## src/rtl/dmem_port_arbiter_pkg.sv

```systemverilog
// Shared encodings and defaults for the data-memory port arbiter.
package dmem_port_arbiter_pkg;

  typedef enum logic [1:0] {
    RSP_IDLE = 2'd0,
    RSP_CORE = 2'd1,
    RSP_LDR  = 2'd2
  } rsp_state_t;

  localparam int PORT_CORE = 0;
  localparam int PORT_LDR  = 1;

  localparam int STARVE_LIMIT_DEF = 4;

endpackage

```

## src/rtl/dmem_starve_ctr.sv

```systemverilog
// Counts consecutive cycles the loader waits while valid, saturating at STARVE_LIMIT;
// force_l asks the arbiter to put the loader ahead of the core once the limit is reached.
module dmem_starve_ctr
  import dmem_port_arbiter_pkg::*;
#(
  parameter int STARVE_LIMIT = STARVE_LIMIT_DEF
) (
  input  logic       clk,
  input  logic       rst_n,
  input  logic       l_valid,
  input  logic       grant_l,
  output logic       force_l,
  output logic [3:0] wait_cnt
);

  localparam logic [3:0] LIMIT = 4'(STARVE_LIMIT);

  assign force_l = l_valid && (wait_cnt == LIMIT);

  always_ff @(posedge clk or negedge rst_n) begin
    if (!rst_n) begin
      wait_cnt <= 4'd0;
    end else if (!l_valid || grant_l) begin
      wait_cnt <= 4'd0;
    end else if (wait_cnt != LIMIT) begin
      wait_cnt <= wait_cnt + 4'd1;
    end
  end

endmodule

```

## src/rtl/dmem_port_arbiter.sv

```systemverilog
// Shares one single-port data memory between the core MEM stage and the loader:
// core has fixed priority, a starvation guard forces periodic loader grants, reads respond one cycle later.
module dmem_port_arbiter
  import dmem_port_arbiter_pkg::*;
#(
  parameter int STARVE_LIMIT = STARVE_LIMIT_DEF,
  parameter int ADDR_W       = 32
) (
  input  logic              clk,
  input  logic              rst_n,
  input  logic              c_valid,
  input  logic              c_we,
  input  logic [ADDR_W-1:0] c_addr,
  input  logic [31:0]       c_wdata,
  output logic              c_ready,
  output logic              c_rsp_valid,
  output logic [31:0]       c_rsp_rdata,
  input  logic              l_valid,
  input  logic              l_we,
  input  logic [ADDR_W-1:0] l_addr,
  input  logic [31:0]       l_wdata,
  output logic              l_ready,
  output logic              l_rsp_valid,
  output logic [31:0]       l_rsp_rdata,
  output logic              mem_we,
  output logic [31:0]       mem_addr,
  output logic [31:0]       mem_wdata,
  input  logic [31:0]       mem_rdata,
  output logic              starve_evt
);

  logic       force_l;
  logic [3:0] wait_cnt;
  logic       grant_c;
  logic       grant_l;
  logic [1:0] grant;
  rsp_state_t rsp_state;

  dmem_starve_ctr #(
    .STARVE_LIMIT(STARVE_LIMIT)
  ) u_starve_ctr (
    .clk     (clk),
    .rst_n   (rst_n),
    .l_valid (l_valid),
    .grant_l (grant_l),
    .force_l (force_l),
    .wait_cnt(wait_cnt)
  );

  assign grant_l = l_valid && (!c_valid || force_l);
  assign grant_c = c_valid && !grant_l;

  always_comb begin
    grant            = '0;
    grant[PORT_CORE] = grant_c;
    grant[PORT_LDR]  = grant_l;
  end

  assign c_ready = grant[PORT_CORE];
  assign l_ready = grant[PORT_LDR];

  // With no grant the core's fields still drive the memory; mem_we stays low then.
  assign mem_addr  = grant[PORT_LDR] ? 32'(l_addr) : 32'(c_addr);
  assign mem_wdata = grant[PORT_LDR] ? l_wdata : c_wdata;
  assign mem_we    = (grant[PORT_CORE] && c_we) || (grant[PORT_LDR] && l_we);

  // rsp_state names the port whose read data is presented this cycle.
  always_ff @(posedge clk or negedge rst_n) begin
    if (!rst_n) begin
      rsp_state   <= RSP_IDLE;
      c_rsp_rdata <= '0;
      l_rsp_rdata <= '0;
      starve_evt  <= 1'b0;
    end else begin
      starve_evt <= force_l && grant_l && c_valid;
      if (grant_c && !c_we) begin
        rsp_state   <= RSP_CORE;
        c_rsp_rdata <= mem_rdata;
      end else if (grant_l && !l_we) begin
        rsp_state   <= RSP_LDR;
        l_rsp_rdata <= mem_rdata;
      end else begin
        rsp_state <= RSP_IDLE;
      end
    end
  end

  assign c_rsp_valid = (rsp_state == RSP_CORE);
  assign l_rsp_valid = (rsp_state == RSP_LDR);

endmodule

```

## config.mk

```make
export PLATFORM = sky130hd
export DESIGN_NAME = dmem_port_arbiter
export DESIGN_NICKNAME = d
export VERILOG_FILES = /design/src/rtl/dmem_port_arbiter_pkg.sv /design/src/rtl/dmem_starve_ctr.sv /design/src/rtl/dmem_port_arbiter.sv
export SDC_FILE = /design/constraint.sdc
export NUM_CORES = 1
export LEC_CHECK = 0
export ABC_AREA = 1
export CAP_MARGIN = 20
export CORE_AREA = 2 2 118 120
export DETAILED_ROUTE_END_ITERATION = 10
export DIE_AREA = 0 0 120 122
export PLACE_DENSITY = 0.84
export SETUP_SLACK_MARGIN = 0.1
export SKIP_CTS_REPAIR_TIMING = 1
export SYNTH_ARGS = -nofsm -noshare
export SYNTH_HDL_FRONTEND = slang
export SYNTH_SLANG_ARGS = --single-unit
```

## constraint.sdc

```tcl
create_clock -name clk -period 1.6 [get_ports clk]
set_input_delay 0.24 -clock clk [delete_from_list [all_inputs] [get_ports clk]]
set_output_delay 0.24 -clock clk [all_outputs]
set_load 0.02 [all_outputs]
```

==> impl_metrics.json <==
{
  "p_sw_mw": 2.12,
  "path_clk_slew_ns": 0.05,
  "drc": 0,
  "grt_usage": 0.214,
  "pre_cts_slack_ns": -0.839,
  "routed_wl_mm": 17.7,
  "start_util": 0.274,
  "arrival_ns": 1.84,
  "ff2ff_path_depth": 12,
  "setup_violations": 83,
  "synth-seq-cells": 71,
  "violations": "setup timing",
  "finalPower_mw": 7.00,
  "critical_path_class": "reg2out",
  "fp.dieArea_um2": 14600,
  "synth-edff-count": 0,
  "grt_max_degree": 39,
  "clkPwrFrac": 0.320,
  "worst_setup_path_start_kind": "flip-flop",
  "async_reset_ff_frac": 1.00,
  "cts_inserted_buffers": 9,
  "seqPwrFrac": 0.310,
  "crit_cells": 12,
  "row_count": 43,
  "yosysWarnings": 0,
  "diodes": 0,
  "synth_area_leader_cell": "dfrtp_1",
  "power-per-cell-area_nw_per_um2": 869,
  "cts_max_path_buffers": 2,
  "leakage_nw": 4.03,
  "layout_common_cells": "nand2_1, clkdlybuf4s50_1, nand2_2",
  "crit_chain": "inv_1 > ha_2 > nand2_1 > inv_1 > nand2_2 > nand2_4 > nand2_8 > buf_8 > buf_12 > nand2_1 > nand2_2 > clkbuf_2",
  "worst_pin_slew_ns": 0.398,
  "maxCapViolCount": 0,
  "crit_required_ns": 1.36,
  "drt_iter0_drc": 271,
  "rsz0062_at_grt": "yes",
  "grt_pass1_vias": 4345,
  "htreeDepth": 3,
  "r2r_start": "u_starve_ctr.wait_cnt[1]",
  "port_buffers": 299,
  "fin_worst_skew_ns": 0.00481,
  "die_x_um": 120,
  "synth_area_um2": 3700,
  "vdd_drop_max_mv": 0.848,
  "p_int_mw": 4.88,
  "synth_area_per_cell_um2": 7.08,
  "fin_nets": 1007,
  "synth_nets": 691,
  "fmax_ghz": 0.480,
  "antenna_found_initial": 0,
  "dp.cells": 997,
  "gp_congestion": 0.877,
  "io_pins": 300,
  "drive_gt1_frac": 0.299,
  "clock_sinks": 71,
  "die_y_um": 122,
  "status": "finished, violations left",
  "relSlewSlack": 0.735,
  "critical_path.top_delay_family": "buffers and inverters",
  "grt-ovfl-total": 0,
  "pwr-share-comb": 0.370,
  "cts-root-buf": "clkbuf_16",
  "synth_ff_type": "dfrtp_1",
  "final-hold-violation-count": 0,
  "startpoint": "u_starve_ctr.wait_cnt[1]",
  "finalCritPeriodShare": 1.30,
  "area_growth_pct": 118,
  "slew_violations": 0,
  "clkLatencyLatePin_ns": 0.33,
  "setup.worst_path.end": "mem_wdata[16]",
  "end_kind": "output port",
  "cpMaxStageDelayCell": "dfrtp_1",
  "core_um2": 13500,
  "avgRoutedWirePerCell_um": 17.3,
  "r2r_end": "c_rsp_rdata[24]",
  "worst-path-max-fanout": 12,
  "ant_nets": 0,
  "final_common_cell": "nand2_1",
  "crit_buf_inv": 5,
  "switching_share": 0.303,
  "period_needed_ns": 2.08,
  "syn_inst": 523,
  "drtPass1Iterations": 6,
  "via_per_inst": 4.62,
  "grt_first_pass_wirelength_mm": 24.3,
  "dp_hpwl_mm": 12.6,
  "final_cells": 1024,
  "synth_top_area_frac": 0.480,
  "seq_area_frac_synth": 0.480,
  "r2r_slack_ns": -0.02,
  "max_stage_delay_ns": 0.37,
  "hp-class": "in2async",
  "setup_ws_ns": -0.482,
  "synth.distinct_cells": 21,
  "tritoncts": "yes",
  "vias": 4731,
  "n_fill_cell": 1146,
  "synth.area.top_cells": "dfrtp_1, nand2_1, nand4_1"
}
-- layout make-up --
| cell class | count | area (um^2) | area share |
|---|---|---|---|
| clock inverter | 2 | 60.1 | 0.00745 |
| multi-input combinational | 405 | 2080 | 0.259 |
| clock buffer | 14 | 284 | 0.0353 |
| tap | 180 | 225 | 0.0280 |
| timing repair buffer | 339 | 3570 | 0.443 |
| sequential | 71 | 1780 | 0.221 |
| inverter | 13 | 61.3 | 0.00761 |
-- flip-flops by register name, summed over array words and instances, names as in the netlist --
name	count
rsp_state	2
l_rsp_rdata	32
starve_evt	1
c_rsp_rdata	32
u_starve_ctr.wait_cnt	4
-- synth_stat cells, types with 2 or more instances --
cell      number
buf_2         14
buf_4          6
buf_6          7
clkbuf_1       7
dfrtp_1       71
ha_1           2
inv_1          9
inv_2          3
nand2_1      354
nand2_2        3
nand3_1        2
nand4_1       32
nor2_1         3
nor3_1         3
-- routing by layer --
metal / wire length (um) / part of all wire / track usage
met4: 290 / 0.016 / 0.0441
met2: 8950 / 0.51 / 0.350
met1: 7010 / 0.40 / 0.274
met3: 1420 / 0.081 / 0.0749
met5: 0 / 0 / 0
-- cells by family after synthesis --
logic type / count (synthesis) / share of synthesized area
flops: 71 / 0.480
buf+inv: 47 / 0.0727
xor+xnor: 2 / 0.00473
fa+ha+maj: 2 / 0.00676
compound gates: 1 / 0.00135
simple gates: 400 / 0.435
-- worst min path at each step --
stage          startpoint               to  slack, ns  cells after the start
3_5_place_dp        rst_n  c_rsp_rdata[17]       0.15                      1
4_1_cts             rst_n  c_rsp_rdata[17]      -0.21                      1
3_3_place_gp        rst_n  l_rsp_rdata[11]       0.15                      1
2_1_floorplan       rst_n   c_rsp_rdata[0]      -0.06                      0
5_1_grt             rst_n  l_rsp_rdata[11]       0.35                      2
6_report            rst_n  c_rsp_rdata[17]       0.34                      2
-- through the flow --
step                      setup TNS, ns  hold WS [ns]  instance area, um^2   util
after CTS                        -71.00        -0.207                 7540  0.559
after global placement           -71.56         0.145                 7200  0.533
after global routing             -42.02         0.351                 8060  0.597
final                            -28.20         0.342                 8060  0.597
after floorplan                       0       -0.0556                 3930      -
after detailed placement         -74.87         0.146                 7200  0.533
-- power by group through the flow --
stage	registers, mW	clock network [mW]	logic (mW)
after floorplan	2.48	0	0.720
after global placement	2.19	0	2.41
after detailed placement	2.19	0	2.43
after CTS	2.17	2.28	2.44
after global routing	2.20	2.35	2.75
final	2.17	2.24	2.59
No activity file was read; power rests on OpenSTA's default activity.
